[src/rtl/jt1943_dwnld_if.sv]
// jt1943_dwnld_if
// Groups the download-side byte port (ioctl_*), the SDRAM programming port
// (prog_*), the PROM write strobes and the status flags of jt1943_dwnld.
//   master : the frame/controller side (drives ioctl_*, downloading, prog_rdy)
//   slave  : the downloader itself (drives prog_*, prom_*, ovf, done)
// PROM_NUM sets the width of the one-hot prom_we strobe and must match the
// PROM_NUM of the jt1943_dwnld instance connected to it.
interface jt1943_dwnld_if #(
   parameter int PROM_NUM = 8
);
   logic                downloading;
   logic [21:0]         ioctl_addr;
   logic [7:0]          ioctl_data;
   logic                ioctl_wr;
   logic [21:0]         prog_addr;
   logic [7:0]          prog_data;
   logic [1:0]          prog_mask;
   logic                prog_we;
   logic                prog_rdy;
   logic [PROM_NUM-1:0] prom_we;
   logic [7:0]          prom_addr;
   logic [7:0]          prom_data;
   logic                ovf;
   logic                done;

   modport master (
      output downloading, ioctl_addr, ioctl_data, ioctl_wr, prog_rdy,
      input  prog_addr, prog_data, prog_mask, prog_we,
      input  prom_we, prom_addr, prom_data, ovf, done
   );

   modport slave (
      input  downloading, ioctl_addr, ioctl_data, ioctl_wr, prog_rdy,
      output prog_addr, prog_data, prog_mask, prog_we,
      output prom_we, prom_addr, prom_data, ovf, done
   );
endinterface

[src/rtl/jt1943_dwnld.sv]
// jt1943_dwnld
// Download-stream writer for the 1943 core. Each ioctl byte is classified by
// address: bytes below PROM_START go through a 2-entry FIFO to the SDRAM
// programming port, bytes in the PROM window become one-cycle one-hot PROM
// write strobes, anything else is discarded and flagged in ovf.
// Ports:
//   clk    : system clock
//   rst_n  : asynchronous active-low reset
//   bus    : jt1943_dwnld_if.slave
//            in  downloading, ioctl_addr/data/wr, prog_rdy
//            out prog_addr/data/mask/we, prom_we/addr/data, ovf, done
module jt1943_dwnld #(
   parameter logic [21:0] PROM_START = 22'h5_0000,
   parameter int          PROM_NUM   = 8
) (
   input  logic           clk,
   input  logic           rst_n,
   jt1943_dwnld_if.slave  bus
);

   localparam logic [21:0] PROM_SIZE = 22'(PROM_NUM * 256);

   typedef enum logic [1:0] {
      ST_IDLE,
      ST_REQ,
      ST_GAP
   } state_t;

   state_t              state_q, state_d;
   logic [29:0]         mem_q [2];
   logic [29:0]         mem_d [2];
   logic                wr_ptr_q, wr_ptr_d;
   logic                rd_ptr_q, rd_ptr_d;
   logic [1:0]          count_q, count_d;
   logic [21:0]         prog_addr_q, prog_addr_d;
   logic [7:0]          prog_data_q, prog_data_d;
   logic [1:0]          prog_mask_q, prog_mask_d;
   logic                prog_we_q, prog_we_d;
   logic [PROM_NUM-1:0] prom_we_q, prom_we_d;
   logic [7:0]          prom_addr_q, prom_addr_d;
   logic [7:0]          prom_data_q, prom_data_d;
   logic                ovf_q, ovf_d;
   logic                done_q, done_d;
   logic                dl_q, dl_d;
   logic                armed_q, armed_d;

   logic [21:0]         prom_off;
   logic [29:0]         head;
   logic                wr_valid, below_prom, in_prom;
   logic                is_sdram, is_prom, is_oob;
   logic                pop, push_ok, drop;
   logic                dl_rise, dl_fall, drained, fire;

   // Byte classification. Only strobes seen while downloading count; the
   // offset is only meaningful when the address is at or above PROM_START.
   always_comb begin
      prom_off   = bus.ioctl_addr - PROM_START;
      wr_valid   = bus.ioctl_wr & bus.downloading;
      below_prom = bus.ioctl_addr < PROM_START;
      in_prom    = prom_off < PROM_SIZE;
      is_sdram   = wr_valid & below_prom;
      is_prom    = wr_valid & ~below_prom & in_prom;
      is_oob     = wr_valid & ~below_prom & ~in_prom;
   end

   // FIFO bookkeeping. The write engine pops only from IDLE; a pop in the
   // same cycle frees a slot, so a push into a full FIFO is still honoured.
   always_comb begin
      head     = mem_q[rd_ptr_q];
      pop      = (state_q == ST_IDLE) && (count_q != 2'd0);
      push_ok  = is_sdram && ((count_q != 2'd2) || pop);
      drop     = is_sdram && !push_ok;
      mem_d    = mem_q;
      wr_ptr_d = wr_ptr_q;
      if (push_ok) begin
         mem_d[wr_ptr_q] = {bus.ioctl_addr, bus.ioctl_data};
         wr_ptr_d        = ~wr_ptr_q;
      end
      rd_ptr_d = rd_ptr_q ^ pop;
      count_d  = count_q + {1'b0, push_ok} - {1'b0, pop};
   end

   // SDRAM write engine. prog_* are loaded once from the FIFO head and held
   // unchanged while the request is outstanding; GAP enforces one dead cycle
   // before the next word can be issued.
   always_comb begin
      state_d     = state_q;
      prog_addr_d = prog_addr_q;
      prog_data_d = prog_data_q;
      prog_mask_d = prog_mask_q;
      prog_we_d   = prog_we_q;
      case (state_q)
         ST_IDLE: begin
            if (pop) begin
               prog_addr_d = {1'b0, head[29:9]};
               prog_data_d = head[7:0];
               prog_mask_d = head[8] ? 2'b01 : 2'b10;
               prog_we_d   = 1'b1;
               state_d     = ST_REQ;
            end
         end
         ST_REQ: begin
            if (bus.prog_rdy) begin
               prog_we_d   = 1'b0;
               prog_mask_d = 2'b11;
               state_d     = ST_GAP;
            end
         end
         ST_GAP:  state_d = ST_IDLE;
         default: state_d = ST_IDLE;
      endcase
   end

   // PROM strobes bypass the FIFO and last exactly one cycle; address and
   // data keep their last value so they are valid alongside the strobe.
   always_comb begin
      prom_we_d   = '0;
      prom_addr_d = prom_addr_q;
      prom_data_d = prom_data_q;
      if (is_prom) begin
         for (int i = 0; i < PROM_NUM; i++) begin
            if (prom_off[21:8] == 14'(i)) prom_we_d[i] = 1'b1;
         end
         prom_addr_d = prom_off[7:0];
         prom_data_d = bus.ioctl_data;
      end
   end

   // Status flags. A new loss in the same cycle as the rising edge of
   // downloading wins over the clear. done is armed by a falling edge and
   // fires once the FIFO is empty and the engine is idle.
   always_comb begin
      dl_d    = bus.downloading;
      dl_rise = bus.downloading & ~dl_q;
      dl_fall = ~bus.downloading & dl_q;
      ovf_d   = ovf_q;
      if (dl_rise)       ovf_d = 1'b0;
      if (drop | is_oob) ovf_d = 1'b1;
      drained = (state_q == ST_IDLE) && (count_q == 2'd0);
      fire    = (armed_q | dl_fall) & drained;
      done_d  = fire;
      armed_d = (armed_q | dl_fall) & ~fire;
   end

   // All state registers; reset clears everything, buffered bytes included.
   always_ff @(posedge clk or negedge rst_n) begin
      if (!rst_n) begin
         state_q     <= ST_IDLE;
         mem_q[0]    <= '0;
         mem_q[1]    <= '0;
         wr_ptr_q    <= 1'b0;
         rd_ptr_q    <= 1'b0;
         count_q     <= 2'd0;
         prog_addr_q <= '0;
         prog_data_q <= '0;
         prog_mask_q <= 2'b11;
         prog_we_q   <= 1'b0;
         prom_we_q   <= '0;
         prom_addr_q <= '0;
         prom_data_q <= '0;
         ovf_q       <= 1'b0;
         done_q      <= 1'b0;
         dl_q        <= 1'b0;
         armed_q     <= 1'b0;
      end else begin
         state_q     <= state_d;
         mem_q[0]    <= mem_d[0];
         mem_q[1]    <= mem_d[1];
         wr_ptr_q    <= wr_ptr_d;
         rd_ptr_q    <= rd_ptr_d;
         count_q     <= count_d;
         prog_addr_q <= prog_addr_d;
         prog_data_q <= prog_data_d;
         prog_mask_q <= prog_mask_d;
         prog_we_q   <= prog_we_d;
         prom_we_q   <= prom_we_d;
         prom_addr_q <= prom_addr_d;
         prom_data_q <= prom_data_d;
         ovf_q       <= ovf_d;
         done_q      <= done_d;
         dl_q        <= dl_d;
         armed_q     <= armed_d;
      end
   end

   assign bus.prog_addr = prog_addr_q;
   assign bus.prog_data = prog_data_q;
   assign bus.prog_mask = prog_mask_q;
   assign bus.prog_we   = prog_we_q;
   assign bus.prom_we   = prom_we_q;
   assign bus.prom_addr = prom_addr_q;
   assign bus.prom_data = prom_data_q;
   assign bus.ovf       = ovf_q;
   assign bus.done      = done_q;

endmodule
[src/flat_wrapper.sv]
// flat-port wrapper written by rule: the top's interface ports become plain ports
module jt1943_dwnld_flat 
#(
   parameter logic [21:0] PROM_START = 22'h5_0000,
   parameter int          PROM_NUM   = 8
)
  (clk, rst_n, bus_downloading, bus_ioctl_addr, bus_ioctl_data, bus_ioctl_wr, bus_prog_rdy, bus_prog_addr, bus_prog_data, bus_prog_mask, bus_prog_we, bus_prom_we, bus_prom_addr, bus_prom_data, bus_ovf, bus_done);
  jt1943_dwnld_if #(.PROM_NUM(PROM_NUM)) bus_i ();
  input  logic clk;
  input  logic rst_n;
  input wire logic [$bits(bus_i.downloading)-1:0] bus_downloading;
  input wire logic [$bits(bus_i.ioctl_addr)-1:0] bus_ioctl_addr;
  input wire logic [$bits(bus_i.ioctl_data)-1:0] bus_ioctl_data;
  input wire logic [$bits(bus_i.ioctl_wr)-1:0] bus_ioctl_wr;
  input wire logic [$bits(bus_i.prog_rdy)-1:0] bus_prog_rdy;
  output wire logic [$bits(bus_i.prog_addr)-1:0] bus_prog_addr;
  output wire logic [$bits(bus_i.prog_data)-1:0] bus_prog_data;
  output wire logic [$bits(bus_i.prog_mask)-1:0] bus_prog_mask;
  output wire logic [$bits(bus_i.prog_we)-1:0] bus_prog_we;
  output wire logic [$bits(bus_i.prom_we)-1:0] bus_prom_we;
  output wire logic [$bits(bus_i.prom_addr)-1:0] bus_prom_addr;
  output wire logic [$bits(bus_i.prom_data)-1:0] bus_prom_data;
  output wire logic [$bits(bus_i.ovf)-1:0] bus_ovf;
  output wire logic [$bits(bus_i.done)-1:0] bus_done;
  assign bus_i.downloading = bus_downloading;
  assign bus_i.ioctl_addr = bus_ioctl_addr;
  assign bus_i.ioctl_data = bus_ioctl_data;
  assign bus_i.ioctl_wr = bus_ioctl_wr;
  assign bus_i.prog_rdy = bus_prog_rdy;
  assign bus_prog_addr = bus_i.prog_addr;
  assign bus_prog_data = bus_i.prog_data;
  assign bus_prog_mask = bus_i.prog_mask;
  assign bus_prog_we = bus_i.prog_we;
  assign bus_prom_we = bus_i.prom_we;
  assign bus_prom_addr = bus_i.prom_addr;
  assign bus_prom_data = bus_i.prom_data;
  assign bus_ovf = bus_i.ovf;
  assign bus_done = bus_i.done;
  jt1943_dwnld #(.PROM_START(PROM_START), .PROM_NUM(PROM_NUM)) u_core (.clk(clk), .rst_n(rst_n), .bus(bus_i));
endmodule
[config.mk]
export PLATFORM = sky130hd
export DESIGN_NAME = jt1943_dwnld_flat
export DESIGN_NICKNAME = d
export VERILOG_FILES = /design/src/rtl/jt1943_dwnld_if.sv /design/src/rtl/jt1943_dwnld.sv /design/src/flat_wrapper.sv
export SDC_FILE = /design/constraint.sdc
export NUM_CORES = 1
export LEC_CHECK = 0
export BUFFER_PORTS_ARGS = -buffer_cell sky130_fd_sc_hd__buf_4
export CAP_MARGIN = 30
export CORE_ASPECT_RATIO = 0.9
export CORE_MARGIN = 1.5
export CORE_UTILIZATION = 55
export CTS_CLUSTER_DIAMETER = 30
export CTS_CLUSTER_SIZE = 10
export DETAILED_ROUTE_END_ITERATION = 6
export GPL_ROUTABILITY_DRIVEN = 0
export PLACE_DENSITY_LB_ADDON = 0.08
export RECOVER_POWER = 25
export SLEW_MARGIN = 20
export SYNTH_ARGS = -nofsm -noshare
export SYNTH_HDL_FRONTEND = slang
export SYNTH_SLANG_ARGS = --single-unit
[constraint.sdc]
create_clock -name clk -period 2.3 [get_ports clk]
set_input_delay 0.115 -clock clk [delete_from_list [all_inputs] [get_ports clk]]
set_output_delay 0.115 -clock clk [all_outputs]
set_load 0.005 [all_outputs]
==> summary.txt <==
Floorplanning
  – Rows: 32
  – Die Wd: 104.0 um
  – Chip Height: 93.86 um
  – Initial core utilization: 57.80%
  – Die area: 9757 um2
  – Core area: 8728 um2
  – I/O Pins: 94

Power
  – Static Leak: 3.456 nW
  – Peak supply drop: 0.6773 mV
  – Pwr Density: 1160 nW/um2

Logic synthesis
  – Synth Register Bits: 126
  – Post-Synth Simple-Gate Area: 7.440%
  – Mux cell area share after synthesis: 21.58%
  – Register area share after synthesis: 62.55%
  – Area share of fa/ha/maj cells after synthesis: 0.4960%
  – Yosys warns: 0
  – Post-Synth XOR/XNOR Area: 0.8681%
  – Synth Area in Compound Gates: 4.762%
  – Main combinational cell family by area after synthesis: multiplexers
  – Post-Syn Area: 5045 um2
  – Avg Synthesized Cell Area: 13.56 um2
  – Post-synthesis cell type count: 37
  – Mapped Nets: 409
  – Mapped Cells: 372

Setup path
  – CP Data Required Time: 2.74 ns
  – Crit end category: flop
  – CP Class: in2reg
  – Worst EP arrival: 2.72 ns
  – Crit Path Max Fanout: 3
  – Worst Setup Start Kind: primary input
  – Reg2reg path depth: 5

Finish
  – # fillers: 542
  – Most common cell after layout, fill and taps aside: dfrtp_1
  – Most frequent cells in the layout: dfrtp_1, buf_4, mux2_2
  – Share of cells above drive strength 1: 39.31%
  – Antenna cells: 0
  – Final net count: 548
  – Area growth syn-to-layout: 36.46%

Placed design
  – Setup WS pre-CTS: 0.2940 ns
  – Port bufs: 92
  – DP HPWL: 6627 um

Drt
  – Drt total wl: 10550 um
  – Met1 WL: 4566 um
  – Met2 routed WL: 5432 um
  – # DRC: 0
  – Post-DR wirelength/cell: 16.41 um
  – DR WL met3: 392 um
  – Routed Antenna Nets: 0
  – Drt initial violations: 102
  – 1st-pass router iterations: 4
  – Top sig layer: met4
  – Vias per cell: 5.269
  – Via count: 3388

Clock tree
  – Num CTS Buffers: 17
  – Max Buffers Root-to-Sink: 2
  – Latest clock arrival within the worst-skew pair: 0.51 ns
  – H-tree levels: 4
  – Clock transition at path regs: 0.06 ns
  – CTS tree: built
  – Clk Tree Root Cell: clkbuf_8
  – CTS sink cnt: 126

STA
  – Rel. slew slack: 40.88%
  – Setup tns final: 0 ns
  – FMAX: 0.4395 GHz
  – Fin. max-slew vios: 0
  – Final worst-path cycle share: 98.94%
  – Final Setup Violations: 0
  – Final WS setup: 0.02445 ns
  – Final hold slack: 0.06214 ns
  – Worst-margin pin slew: 0.8867 ns
  – Final Hold Vio Count: 0
  – Min Tclk post-route: 2.276 ns
  – Clk_skew: 0.01356 ns

Global route
  – First-pass GRT wire length: 17680 um
  – Largest net degree at the start of global routing: 63
  – Total GRT Usage: 23.47%
  – Number of global-route vias before repair: 3597
  – Antenna violations before repair: 0
  – Global route overflow: 0

Flow run
  – Max Cap Viol: 0

Min path
  – WHS Path Cells: 4
  – Hold crit path type: in2reg

Outcome
  – Outcome: finished clean
-- cell usage after synthesis --
cell	number	area, um2
a2111oi_4	1	27.53
a211o_1	1	8.760
a211oi_1	1	7.510
a21oi_1	2	10.01
and2_1	6	37.54
and4bb_2	1	12.51
buf_2	6	30.03
buf_4	1	7.510
buf_6	1	11.26
clkbuf_1	11	41.29
conb_1	1	3.750
dfrtp_1	124	3103
dfstp_2	2	52.55
ha_1	2	25.02
inv_1	6	22.52
mux2_1	12	135.1
mux2_2	58	653.1
mux2i_1	30	300.3
nand2_1	35	131.4
nand2b_1	4	25.02
nand4_1	2	12.51
nand4b_1	1	8.760
nor2_1	10	37.54
nor2b_1	2	12.51
nor3_1	1	5.000
nor4_1	3	18.77
nor4b_1	3	26.28
nor4b_4	1	23.77
o21a_1	1	7.510
o21ai_0	33	165.2
o21ai_1	1	5.000
o31a_1	1	8.760
or2_2	1	6.260
or3_1	1	6.260
or4_4	1	11.26
xnor2_1	3	26.28
xor2_1	2	17.52
-- registers in the layout, summed over array words and instances (netlist names) --
name and count:
u_core.bus.done 1, u_core.bus.prom_data 8, u_core.dl_q 1, u_core.mem_q 60
u_core.armed_q 1, u_core.rd_ptr_q 1, u_core.count_q 2, u_core.bus.prog_addr 21
u_core.bus.ovf 1, u_core.bus.prom_we 8, u_core.bus.prog_we 1, u_core.bus.prom_addr 8
u_core.state_q 2, u_core.bus.prog_mask 2, u_core.bus.prog_data 8, u_core.wr_ptr_q 1
-- per-layer routing --
layer | vias to the layer above | GRT usage (%)
met1 | 1708 | 29.48
met3 | 17 | 6.519
met5 | - | 0
met4 | 0 | 8.102
met2 | 86 | 39.57
li1 | 1577 | -
-- cell families (layout without fill, tap and decap cells) --
kind of cell    count (synthesis)  in the layout
simple gates                   72             72
flops                         126            126
fa+ha+maj                       2              2
compound gates                 41             41
buf+inv                        25            177
xor+xnor                        5              5
mux                           100            100
other cells                     1              1
-- area by class of cell --
cell class	instances	area, um2	area share, %
sequential	126	3157	45.86
multi-input combinational	221	1808	26.26
timing repair buffer	139	1119	16.25
clock buffer	19	441.7	6.416
clock inverter	13	187.7	2.726
tap	119	148.9	2.163
inverter	6	22.52	0.3272
-- final timing paths --
kind                       slack (ns)                                    to                            startpoint
min in group asynchronous        0.26          u_core.mem_q[29]$_DFFE_PN0P_                                 rst_n
max reg2reg                      0.29          u_core.mem_q[21]$_DFFE_PN0P_         u_core.state_q[1]$_DFFE_PN0P_
min reg2reg                      0.48  u_core.bus.prog_addr[20]$_DFFE_PN0P_  u_core.bus.prog_addr[20]$_DFFE_PN0P_
min                              0.06       u_core.bus.prom_we[6]$_DFF_PN0_                    bus_ioctl_addr[14]
max in group asynchronous        0.77           u_core.wr_ptr_q$_DFFE_PN0N_                                 rst_n
max                              0.02       u_core.bus.prom_we[0]$_DFF_PN0_                    bus_ioctl_addr[15]
-- critical path, stage by stage --
cell           delay [ns]
dlygate4sd3_1        0.54
buf_4                0.15
or4_4                0.55
and4bb_2             0.35
nand4_1              0.18
nor4b_2              0.24
dlygate4sd3_1        0.58
-- report_power, final --
group          leakage [nW]  internal (mW)  switching (mW)  total, mW
clock                 0.300           1.82           0.989       2.81
combinational          1.48           1.01           0.904       1.91
sequential             1.67           2.86           0.407       3.26
total                  3.46           5.69            2.30       7.99
-- through the flow --
| stage | util [%] | instances | instance area, um2 | total power [mW] |
|---|---|---|---|---|
| finish | 78.87 | 643 | 6884 | 7.986 |
| global route | 78.87 | 643 | 6884 | 8.432 |
| detailed placement | 67.65 | 575 | 5904 | 5.173 |
| floorplan | - | 372 | 5045 | 4.298 |
| CTS | 78.87 | 642 | 6884 | 8.063 |
| global placement | 67.65 | 575 | 5904 | 5.076 |
-- timing repair --
item | CTS | global route
setup buffers | 0 | 2
hold buffers | 35 | 0
endpoints found under the hold margin | 136 | 0
setup endpoints to repair | 0 | 4
resized for setup | 0 | 3
Note: power is estimated with default switching activity, not from simulation.
